===== config.mk =====
export PLATFORM = sky130hd
export DESIGN_NAME = blood_digit_controller
export DESIGN_NICKNAME = d
export VERILOG_FILES = /design/src/rtl/blood_digit_controller.sv
export SDC_FILE = /design/constraint.sdc
export NUM_CORES = 1
export LEC_CHECK = 0
export ABC_AREA = 0
export ABC_CLOCK_PERIOD_IN_PS = 4050
export BUFFER_PORTS_ARGS = -buffer_cell sky130_fd_sc_hd__buf_4
export CORE_MARGIN = 2
export CORE_UTILIZATION = 45
export DETAILED_ROUTE_END_ITERATION = 10
export PLACE_DENSITY = 0.84
export SETUP_SLACK_MARGIN = 0.3
export SLEW_MARGIN = 5
export SYNTH_ARGS = -nofsm -noshare
export SYNTH_HDL_FRONTEND = slang
export SYNTH_SLANG_ARGS = --single-unit

===== constraint.sdc =====
create_clock -name clk -period 4.05 [get_ports clk]
set_input_delay 0.405 -clock clk [delete_from_list [all_inputs] [get_ports clk]]
set_output_delay 0.405 -clock clk [all_outputs]
set_load 0.03 [all_outputs]

===== src/rtl/blood_digit_controller.sv =====
// blood_digit_controller: two-digit blood-sprite health readout with a subtract-based BCD converter.
// Optional low-health blink is enabled by defining BLOOD_LOW_BLINK_EN.
module blood_digit_controller #(
  parameter logic [9:0]  X0           = 10'd32,
  parameter logic [9:0]  Y0           = 10'd16,
  parameter logic [6:0]  MAX_HEALTH   = 7'd99,
  parameter logic [11:0] TRANSPARENT  = 12'h000,
  parameter logic [6:0]  LOW_THRESH   = 7'd20,
  parameter logic [4:0]  BLINK_FRAMES = 5'd16
) (
  input  logic        clk,
  input  logic        reset,
  input  logic [6:0]  health_in,
  input  logic        health_load,
  output logic        busy,
  input  logic [9:0]  pixel_x,
  input  logic [9:0]  pixel_y,
  input  logic        video_on,
  input  logic        frame_tick,
  output logic [3:0]  rom_digit_sel,
  output logic [5:0]  rom_row,
  output logic [5:0]  rom_col,
  input  logic [11:0] rom_color,
  output logic [11:0] rgb_out,
  output logic        rgb_valid
);
  typedef enum logic {IDLE, CONV} state_t;
  state_t state, state_nx;
  logic [6:0] work;
  logic [3:0] tens_work, disp_tens, disp_ones;
  logic [9:0] dx, dy;
  logic in_reg, left, blank, in_reg_d, blank_d, blink_gate, vis;
  always_ff @(posedge clk or posedge reset)
    if (reset) state <= IDLE;
    else state <= state_nx;
  always_comb begin
    state_nx = state;
    if (state == IDLE && health_load) state_nx = CONV;
    if (state == CONV && work < 7'd10) state_nx = IDLE;
  end
  assign busy = state == CONV;
  // Displayed digits only change at commit, so partial results never reach the screen.
  always_ff @(posedge clk or posedge reset)
    if (reset) begin
      work      <= 7'd0;
      tens_work <= 4'd0;
      disp_tens <= 4'd0;
      disp_ones <= 4'd0;
    end else if (state == IDLE && health_load) begin
      work      <= health_in > MAX_HEALTH ? MAX_HEALTH : health_in;
      tens_work <= 4'd0;
    end else if (state == CONV) begin
      if (work >= 7'd10) begin
        work      <= work - 7'd10;
        tens_work <= tens_work + 4'd1;
      end else begin
        disp_tens <= tens_work;
        disp_ones <= work[3:0];
      end
    end
  // Wrapping subtraction folds the below-origin case into the single upper-bound compare.
  assign dx = pixel_x - X0;
  assign dy = pixel_y - Y0;
  assign in_reg = video_on && dx < 10'd128 && dy < 10'd64;
  assign left = dx < 10'd64;
  assign blank = in_reg && left && disp_tens == 4'd0;
  assign rom_digit_sel = in_reg ? (left ? disp_tens : disp_ones) : 4'd0;
  assign rom_row = in_reg ? dy[5:0] : 6'd0;
  assign rom_col = in_reg ? dx[5:0] : 6'd0;
`ifdef BLOOD_LOW_BLINK_EN
  logic [4:0] frame_cnt;
  logic [6:0] disp_val;
  logic low, blink_off;
  assign disp_val = {3'd0, disp_tens} * 7'd10 + {3'd0, disp_ones};
  assign low = disp_val < LOW_THRESH;
  always_ff @(posedge clk or posedge reset)
    if (reset) begin
      frame_cnt <= 5'd0;
      blink_off <= 1'b0;
    end else begin
      if (frame_tick) frame_cnt <= frame_cnt == BLINK_FRAMES - 5'd1 ? 5'd0 : frame_cnt + 5'd1;
      if (!low) blink_off <= 1'b0;
      else if (frame_tick && frame_cnt == BLINK_FRAMES - 5'd1) blink_off <= ~blink_off;
    end
  assign blink_gate = low && blink_off;
`else
  logic unused;
  assign unused = ^{frame_tick, LOW_THRESH, BLINK_FRAMES};
  assign blink_gate = 1'b0;
`endif
  assign vis = in_reg_d && !blank_d && rom_color != TRANSPARENT && !blink_gate;
  always_ff @(posedge clk or posedge reset)
    if (reset) begin
      in_reg_d  <= 1'b0;
      blank_d   <= 1'b0;
      rgb_valid <= 1'b0;
      rgb_out   <= 12'h000;
    end else begin
      in_reg_d  <= in_reg;
      blank_d   <= blank;
      rgb_valid <= vis;
      rgb_out   <= vis ? rom_color : 12'h000;
    end
endmodule


# --- Word-level counts from Yosys, hierarchy flattened ---
# Cells that the tools add are included.
op_classes:
  n_reduce_logical: 16
  muxes: 14
  n_lt_le_gt_ge: 6
  n_bitwise: 3
  addsub: 4
op_table:
  columns: ["operator", "n"]
  rows:
  - ["two-way mux 7 bit", 4]
  - ["less-than comparator 10 x 7 -> 1 bit, second input constant", 2]
  - ["two-way mux 4 bit", 5]
  - ["two-way mux 12 bit", 1]
  - ["two-way mux 6 bit", 2]
  - ["nonzero test 12 bit", 1]
  - ["less-than comparator 10 x 8 -> 1 bit, second input constant", 1]
  - ["subtractor 10 x 5 -> 10 bit, second input constant", 1]
  - ["subtractor 10 x 6 -> 10 bit, second input constant", 1]
  - ["logical AND 1 bit", 8]
  - ["greater-or-equal comparator 7 x 4 -> 1 bit, second input constant", 1]
  - ["greater-than comparator 7 bit, second input constant", 1]
  - ["less-than comparator 7 x 4 -> 1 bit, second input constant", 1]
  - ["subtractor 7 x 4 -> 7 bit, second input constant", 1]
  - ["nonzero test 2 bit", 3]
  - ["adder 4 x 1 -> 4 bit, second input constant", 1]
  - ["zero test 4 bit", 1]
  - ["inverter 1 bit", 3]
  - ["AND reduction 3 bit", 1]
  - ["two-way mux 1 bit", 2]
  - ["AND reduction 2 bit", 1]
  - ["zero test 1 bit", 1]
word_totals:
  reg_bits: 35
  inputBits: 44

# --- Depth between registers and ports, before layout ---
# Gate-level depths: netlist (run 1).
logic_depth:
  ltp_word: 6
  ltp_mapped: 8
  ltp_nobuf: 6

# --- Worst setup path after synthesis (run 1) ---
# Ideal clock, no wire load.
synth_timing:
  path_type: "input port to output port"
  from: "in pixel_y[4]"
  to: "out rom_col[0]"
  cell_stages: 8
  n_path_buf: 2
  t_required_ns: 3.645
  setup_slack_ns: 1.490
  arrival_ns: 2.155
  cell_sequence: "inv_1 -> ha_1 -> o21bai_1 -> o21a_1 -> o31a_1 -> buf_2 -> buf_2 -> nor3_1"
synth_between:
  elab_chain_cells: 4
synth_rtl:
  columns: ["element", "line_no", "source"]
  rows:
  - ["start: declaration", "17", "input logic [9:0] pixel_y,"]
  - ["subtractor 10 x 5 -> 10 bit", "63", "assign dy = pixel_y - Y0;"]
  - ["less-than comparator 10 x 7 -> 1 bit", "64", "assign in_reg = video_on && dx < 10'd128 && dy < 10'd64;"]
  - ["logical AND 1 bit", "64", null]
  - ["two-way mux 6 bit", "69", "assign rom_col = in_reg ? dx[5:0] : 6'd0;"]
  - ["end: declaration", "22", "output logic [5:0] rom_col,"]
# Every way passes these cells.

# --- Worst setup path after layout (run 1) ---
layout_timing:
  from: "in pixel_y[4]"
  to: "out rom_digit_sel[1]"
layout_between:
  elab_chain_cells: 4
layout_rtl:
  columns: ["element", "line_no", "source"]
  rows:
  - ["subtractor 10 x 5 -> 10 bit", "63", null]
  - ["less-than comparator 10 x 7 -> 1 bit", "64", null]
  - ["logical AND 1 bit", "64", null]
  - ["two-way mux 4 bit", "67", "assign rom_digit_sel = in_reg ? (left ? disp_tens : disp_ones) : 4'd0;"]
  - ["end: declaration", "20", "output logic [3:0] rom_digit_sel,"]
# Every way passes these cells.

==> results of run 1 <==
## metrics by stage
stage	area [um2]	cells	setup slack (ns)
3_3_place_gp	2450	303	1.52
5_1_grt	2570	311	1.32
2_1_floorplan	1870	187	1.49
6_report	2570	311	1.49
4_1_cts	2570	311	1.49
3_5_place_dp	2450	303	1.48
## metal layers
layer  track usage (%)  vias up  wire length (um)
met5                 0        -                 0
met3              3.90        5               273
met1              21.4      744              1690
li1                  -      803                 -
met4              7.50        0                43
met2              31.7       53              2090
## worst paths after layout
check | slack, ns | to | cells past startpoint
worst max-delay path | 1.49 | rom_digit_sel[1] | 8
worst min-delay path | 0.21 | rgb_out[3]$_DFF_PP0_ | 3
worst max register to register | 2.18 | tens_work[3]$_DFFE_PP0P_ | 6
worst min register to register | 0.51 | disp_ones[2]$_DFFE_PP0P_ | 1
max in group asynchronous | 3.54 | busy$_DFFE_PP0P_ | 3
min in group clk | 0.33 | work[0]$_DFFE_PP0P_ | 2
## cell type report
| cell class | instances | area, um2 |
|---|---|---|
| Multi-Input combinational cell | 121 | 875 |
| Inverter | 24 | 90.1 |
| Fill cell | 337 | 1430 |
| Timing Repair Buffer | 73 | 548 |
| Tap cell | 50 | 62.6 |
| Clock inverter | 2 | 38.8 |
| Sequential cell | 35 | 876 |
| Clock buffer | 6 | 82.6 |
## critical path, cell delays in order
cell and delay, ns:
buf_4 0.10, inv_1 0.04, ha_1 0.21, o21bai_1 0.16, o21a_1 0.16, o31a_1 0.47
a2111oi_2 0.39, buf_4 0.23
## synthesized netlist by cell type (all sizes together), types with 2 or more instances
cell type / instances
nor3: 15
nor4: 5
a22o: 2
a22oi: 2
mux2: 6
ha: 4
nor2: 13
buf: 5
a2111oi: 4
o21a: 3
nor2b: 2
and2: 12
nand3: 2
dfrtp: 35
or3: 2
o21ai: 12
a21oi: 6
clkbuf: 2
nand2: 9
o31ai: 2
nand2b: 2
inv: 24
## cell families after synthesis
| kind of cell | synth area share (%) |
|---|---|
| buffers and inverters | 6.48 |
| AOI/OAI and AO/OA | 18.7 |
| muxes | 4.81 |
| adders and majority gates | 2.67 |
| and+or+nand+nor | 20.1 |
| xor gates and xnor gates | 0.468 |
| DFF | 46.8 |
## registers in the layout, summed over array words and instances, names as in the netlist
| register | count |
|---|---|
| disp_ones | 4 |
| blank_d | 1 |
| tens_work | 4 |
| rgb_out | 12 |
| busy | 1 |
| in_reg_d | 1 |
| disp_tens | 4 |
| work | 7 |
| rgb_valid | 1 |
## power by group through the flow
| stage | clock network [W] | logic, W | registers [W] |
|---|---|---|---|
| 6_report | 0.000329 | 0.000505 | 0.000548 |
| 5_1_grt | 0.000354 | 0.000567 | 0.000562 |
| 4_1_cts | 0.000338 | 0.000509 | 0.000548 |
| 3_5_place_dp | 0 | 0.000506 | 0.000553 |
| 3_3_place_gp | 0 | 0.000491 | 0.000549 |
| 2_1_floorplan | 0 | 0.000397 | 0.000532 |
==> insert_results.sql, run 1 <==
INSERT INTO impl_metrics (metric_group, metric, value, unit) VALUES
('global_route', 'grt_pass1_wl', '6240', 'um'),
('synthesis', 'synth_enable_flop_cells', '0', ''),
('synthesis', 'seq_area_frac_synth', '46.8', '%'),
('synthesis', 'dominantRegCellSynth', 'dfrtp_1', ''),
('floorplanning', 'floorplan.die.width', '68.5', 'um'),
('timing', 'setup_repair_after_global_routing_missed_its_margin', 'false', ''),
('drt', 'routed-via-count', '1605', ''),
('worst_setup_path', 'critical_path_required', '3.64', 'ns'),
('worst_setup_path', 'worstSetupStartpoint', 'pixel_y[4]', ''),
('synthesis', 'synth_warnings', '0', ''),
('drt', 'drt_iter0_drcs', '62', ''),
('placed_design', 'io_buffers', '72', ''),
('clock_network', 'cts_repair_resize_count', '0', ''),
('run_status', 'run_status', 'finished, final reports clean', ''),
('drt', 'routed_wirelength', '4100', 'um'),
('clock_network', 'cts_post_setup_buffers_inserted', '0', ''),
('global_route', 'grt_usage', '18.1', '%'),
('floorplanning', 'fp-row-count', '23', ''),
('power_and_ir_drop', 'power.total', '0.00138', 'W'),
('synthesis', 'synthesis.area_per_instance', '10.0', 'um2'),
('clock_network', 'clockBufferDepth', '2', ''),
('power_and_ir_drop', 'leakagePower', '1.29', 'nW'),
('synthesis', 'ys_types', '46', ''),
('drt', 'ant_nets', '0', ''),
('synthesis', 'ys_async_sr_fraction', '100', '%'),
('drt', 'post_drt_wl_per_cell', '13.2', 'um'),
('clock_network', 'cts_max_level', '2', ''),
('placed_design', 'detailedPlacementHpwl', '3170', 'um'),
('worst_setup_path', 'regToRegStartpoint', 'work[1]$_DFFE_PP0P_', ''),
('floorplanning', 'floorplan.die.height', '68.5', 'um'),
('worst_setup_path', 'timing.critical_path.to_type', 'output pin', ''),
('synthesis', 'mappedNetlistArea', '1870', 'um2'),
('drt', 'drt-pass1-iter-count', '4', ''),
('worst_setup_path', 'worstSetupStartpointType', 'input pin', ''),
('finish', 'drive_gt1_share', '37.5', '%'),
('finish', 'flow.area_growth_from_synthesis', '37.4', '%'),
('floorplanning', 'design.die.area', '4690', 'um2'),
('power_and_ir_drop', 'p_int', '0.000909', 'W'),
('timing', 'final.period_utilization', '63.3', '%'),
('power_and_ir_drop', 'pwr-share-comb', '36.5', '%'),
('power_and_ir_drop', 'power.ir.vdd_worst', '338', 'uV'),
('global_route', 'gr-total-overflow', '0', ''),
('clock_network', 'cts.sink_count', '35', ''),
('synthesis', 'netlist_top_cells_area', 'dfrtp_1, inv_1, mux2_4', ''),
('power_and_ir_drop', 'power.share.clock', '23.8', '%'),
('synthesis', 'postSynthCellCount', '187', ''),
('floorplanning', 'core-area', '4000', 'um2'),
('floorplanning', 'boundaryPins', '74', ''),
('clock_network', 'cts_inserted_buffers', '5', ''),
('power_and_ir_drop', 'swShare', '34.3', '%'),
('timing', 'timing.max_slew.rel_slack', '28.3', '%'),
('clock_network', 'clk_root_buffer_cell', 'clkbuf_8', ''),
('worst_hold_path', 'hold_path.class', 'input pin to asynchronous set/reset pin', ''),
('timing', 'setup_total_negative_slack', '0', 'ns'),
('worst_setup_path', 'worst-endpoint-arrival', '2.16', 'ns'),
('finish', 'post-route-util', '64.3', '%'),
('clock_network', 'worst_setup_hold_path_clk_slew', '0.07', 'ns'),
('synthesis', 'yosys.area.top_type', 'dfrtp_1', ''),
('finish', 'mostFrequentLayoutCell', 'buf_4', ''),
('timing', 'period_minus_slack', '2.56', 'ns'),
('clock_network', 'holdBufCountCts', '0', ''),
('clock_network', 'tritoncts', 'built', ''),
('timing', 'finClkSkew', '0.00382', 'ns'),
('finish', 'num_antenna_cells', '0', ''),
('global_route', 'antenna_violations_before_repair', '0', ''),
('drt', 'post_detailed_route_via_to_cell_ratio', '5.16', ''),
('power_and_ir_drop', 'seqPwrFrac', '39.7', '%'),
('timing', 'fmax', '390', 'MHz'),
('synthesis', 'yosysTopAreaCellShare', '46.8', '%'),
('synthesis', 'synth-seq-cells', '35', ''),
('timing', 'timing.final.setup_violations', '0', '');
No activity file was read; power rests on OpenSTA's default activity.
==> run 2, diff against run 1 <==
- ABC_AREA: 0 -> 1
- ABC_CLOCK_PERIOD_IN_PS: 4050 -> 2400
- PLACE_DENSITY: 0.84 -> 0.83
- clock period: 4.05 -> 2.4 ns (I/O delays scaled with it)
==> run 2 against run 1 <==
  * Via count rose by 14%
  * Count of clock-buffer cells in the layout fell by 1
  * Synthesized area rose by 7.5%
  * Sequential cell count did not move
  * Sequential share of layout area fell by 1.6 points
==> insert_results.sql, run 2 <==
INSERT INTO impl_metrics (metric_group, metric, value, unit) VALUES
('run_status', 'run_status', 'finished, final reports clean', ''),
('run', 'drv_cap', '0', ''),
('timing', 'timing.max_slew.rel_slack', '67.9', '%'),
('clock_network', 'clk_root_buffer_cell', 'clkbuf_8', ''),
('clock_network', 'holdBufCountCts', '0', ''),
('finish', 'largest_register_ff_count', '12', ''),
('placed_design', 'total_placed_cells_including_tap_cells', '389', ''),
('timing', 'finClkSkew', '0.00536', 'ns'),
('global_route', 'largest_net_degree_at_the_start_of_global_routing', '36', ''),
('worst_setup_path', 'cp_cell_sequence', 'buf_4 -> inv_2 -> ha_1 -> inv_1 -> nor2_1 -> nor2_1 -> nand2_2 -> nor2_4 -> nand2_4 -> nor2_1 -> buf_4', ''),
('power_and_ir_drop', 'power.ir.vdd_worst', '618', 'uV'),
('timing', 'period_minus_slack', '1.79', 'ns'),
('clock_network', 'cts_inserted_buffers', '5', ''),
('synthesis', 'mappedNetlistArea', '2010', 'um2'),
('finish', 'drive_gt1_share', '37.1', '%'),
('finish', 'leading_cell_types_in_the_layout_fill_and_taps_excluded', 'buf_4, nand2_1, inv_1, nor2_1, dfrtp_1', ''),
('clock_network', 'tritoncts', 'built', ''),
('power_and_ir_drop', 'pwr-share-comb', '39.7', '%'),
('placed_design', 'io_buffers', '72', ''),
('synthesis', 'netlist_top_cells_area', 'dfrtp_1, nand2_1, inv_1', ''),
('synthesis', 'seq_area_frac_synth', '43.5', '%'),
('clock_network', 'cts.sink_count', '35', ''),
('placed_design', 'detailedPlacementHpwl', '3300', 'um'),
('floorplanning', 'initial_core_util', '46.5', '%'),
('power_and_ir_drop', 'power.share.clock', '22.3', '%'),
('drt', 'drt-pass1-iter-count', '4', ''),
('worst_setup_path', 'path_delay_family', 'simple AND/OR/NAND/NOR gates', ''),
('power_and_ir_drop', 'power.net_switching', '0.000907', 'W'),
('clock_network', 'cts_post_setup_buffers_inserted', '0', ''),
('floorplanning', 'core-area', '4320', 'um2'),
('synthesis', 'synth_warnings', '0', ''),
('power_and_ir_drop', 'leakagePower', '1.57', 'nW'),
('worst_setup_path', 'slowest_delay', '0.18', 'ns'),
('synthesis', 'postSynthCellCount', '268', ''),
('timing', 'tightestPinTransition', '0.481', 'ns'),
('synthesis', 'synth_net_count', '316', ''),
('finish', 'stdcell_count', '397', ''),
('synthesis', 'yosys.area.top_type', 'dfrtp_1', ''),
('finish', 'largest_registers', 'rgb_out: 12 flops, work: 7 flops', ''),
('finish', 'regMostFlops', 'rgb_out', ''),
('timing', 'setup_repair_after_global_routing_missed_its_margin', 'false', ''),
('worst_setup_path', 'worstSetupStartpointType', 'input pin', ''),
('global_route', 'first_global_vias', '1637', ''),
('clock_network', 'clock_latency_on_the_worst_skew_pair', '0.29', 'ns'),
('worst_setup_path', 'critical_path_required', '2.16', 'ns'),
('placed_design', 'dpl_cell_area', '2590', 'um2'),
('placed_design', 'globalplace.congestion', '0.822', ''),
('floorplanning', 'fp-row-count', '24', ''),
('worst_setup_path', 'cp_num_buf_inv', '4', ''),
('clock_network', 'clockBufferDepth', '2', ''),
('timing', 'final.period_utilization', '74.7', '%'),
('worst_setup_path', 'timing.critical_path.to_type', 'output pin', ''),
('finish', 'layout.nets', '392', ''),
('worst_setup_path', 'critical_setup_path_class', 'input pin to output pin', ''),
('floorplanning', 'floorplan.die.height', '70.9', 'um'),
('synthesis', 'synth.most_common_cell', 'nand2_1', ''),
('drt', 'routed_wirelength', '4210', 'um'),
('synthesis', 'yosysTopAreaCellShare', '43.5', '%'),
('floorplanning', 'boundaryPins', '74', ''),
('worst_setup_path', 'cpMaxStageDelayCell', 'ha_1', ''),
('floorplanning', 'design.die.area', '5020', 'um2'),
('worst_setup_path', 'worst-endpoint-arrival', '1.55', 'ns'),
('global_route', 'grt_usage', '17.7', '%'),
('synthesis', 'synth_enable_flop_cells', '0', ''),
('timing', 'slew_violations', '0', ''),
('floorplanning', 'floorplan.die.width', '70.9', 'um'),
('drt', 'post_drt_wl_per_cell', '10.6', 'um'),
('clock_network', 'cts_max_level', '2', ''),
('clock_network', 'worst_setup_hold_path_clk_slew', '0.07', 'ns'),
('global_route', 'gr-total-overflow', '0', ''),
('clock_network', 'cts_repair_resize_count', '0', ''),
('global_route', 'antenna_violations_before_repair', '0', ''),
('power_and_ir_drop', 'seqPwrFrac', '37.9', '%'),
('global_route', 'grt_pass1_wl', '7200', 'um'),
('finish', 'flow.area_growth_from_synthesis', '34.3', '%'),
('power_and_ir_drop', 'cellPowerDensity', '867', 'nW/um2'),
('finish', 'num_antenna_cells', '0', ''),
('timing', 'timing.final.setup_violations', '0', ''),
('power_and_ir_drop', 'swShare', '38.7', '%'),
('timing', 'timing.hold.ws', '0.0362', 'ns'),
('finish', 'postLayoutCellArea', '2700', 'um2'),
('timing', 'timing.final.hold_violations', '0', ''),
('synthesis', 'yosys-top-cells-count', 'nand2_1, inv_1, nor2_1', ''),
('synthesis', 'ys_async_sr_fraction', '100', '%'),
('finish', 'mostFrequentLayoutCell', 'buf_4', ''),
('timing', 'layout_setup_ws', '0.608', 'ns'),
('worst_setup_path', 'worst-path-max-fanout', '13', ''),
('synthesis', 'synthesis.area_per_instance', '7.51', 'um2'),
('worst_setup_path', 'crit_top_cell', 'nor2_1', ''),
('synthesis', 'dominantRegCellSynth', 'dfrtp_1', ''),
('drt', 'ant_nets', '0', ''),
('timing', 'setup_total_negative_slack', '0', 'ns'),
('synthesis', 'ys_types', '23', ''),
('drt', 'post_detailed_route_via_to_cell_ratio', '4.61', ''),
('placed_design', 'worst_case_setup_slack_after_placement', '0.607', 'ns'),
('worst_hold_path', 'hold_path.class', 'input pin to asynchronous set/reset pin', ''),
('synthesis', 'synth-seq-cells', '35', ''),
('drt', 'drt_iter0_drcs', '55', ''),
('drt', 'routed-via-count', '1829', ''),
('timing', 'fmax', '558', 'MHz'),
('power_and_ir_drop', 'p_int', '0.00144', 'W'),
('drt', 'drcViolationCount', '0', '');
[run 2: per-layer routing]
metal / part of all wire, % / global-route usage (%)
met4: 1.6 / 6.29
met1: 43 / 22.4
met5: 0 / 0
met2: 49 / 29.7
met3: 6.6 / 3.99
[run 2: cell type report]
cell class | instances | area [um2]
Inverter | 51 | 191
Clock inverter | 3 | 43.8
Tap cell | 52 | 65.1
Timing Repair Buffer | 73 | 548
Multi-Input combinational cell | 178 | 910
Fill cell | 387 | 1620
Clock buffer | 5 | 68.8
Sequential cell | 35 | 876
[run 2: worst register-to-register path, delay by kind of cell (launching register included)]
family                   cells  cell delay (ns)
AND/OR/NAND/NOR              6             0.77
flip-flops                   1             0.42
AO/OA/AOI/OAI                1             0.19
adder cells (fa/ha/maj)      1             0.17
buffers and inverters        2             0.15
[run 2: kinds of logic (layout without fill, tap and decap cells)]
group                      count (synthesis)  in the layout  synth area share, %
AOI/OAI and AO/OA                         18             18                 5.41
DFF                                       35             35                 43.5
and+or+nand+nor                          155            155                 36.9
buffers and inverters                     55            132                 11.3
adders and majority gates                  4              4                 2.49
xor gates and xnor gates                   1              1                0.435
[run 2: worst paths after layout]
path | slack [ns] | cells past startpoint | end | startpoint
worst max-delay path | 0.61 | 11 | rom_row[5] | pixel_x[5]
worst min-delay path | 0.04 | 3 | rgb_out[1]$_DFF_PP0_ | reset
worst min register to register | 0.48 | 2 | disp_ones[3]$_DFFE_PP0P_ | disp_ones[3]$_DFFE_PP0P_
min in group clk | 0.18 | 3 | rgb_out[4]$_DFF_PP0_ | rom_color[4]
worst max register to register | 0.65 | 10 | work[6]$_DFFE_PP0P_ | work[1]$_DFFE_PP0P_
max in group asynchronous | 2.05 | 3 | disp_ones[1]$_DFFE_PP0P_ | reset
[run 2: power by group through the flow]
stage | Combinational (W) | Sequential (W) | Clock [W]
after floorplan | 0.000754 | 0.000874 | 0
after global placement | 0.000901 | 0.000889 | 0
after detailed placement | 0.000931 | 0.000897 | 0
after CTS | 0.000942 | 0.000888 | 0.000532
after global routing | 0.00107 | 0.000913 | 0.000559
final | 0.000931 | 0.000889 | 0.000523
[run 2: per-stage QoR]
step	power (W)	util, %
finish	0.00234	62.5
global route	0.00254	62.5
CTS	0.00236	62.5
detailed placement	0.00183	59.9
global placement	0.00179	59.9
floorplan	0.00163	-
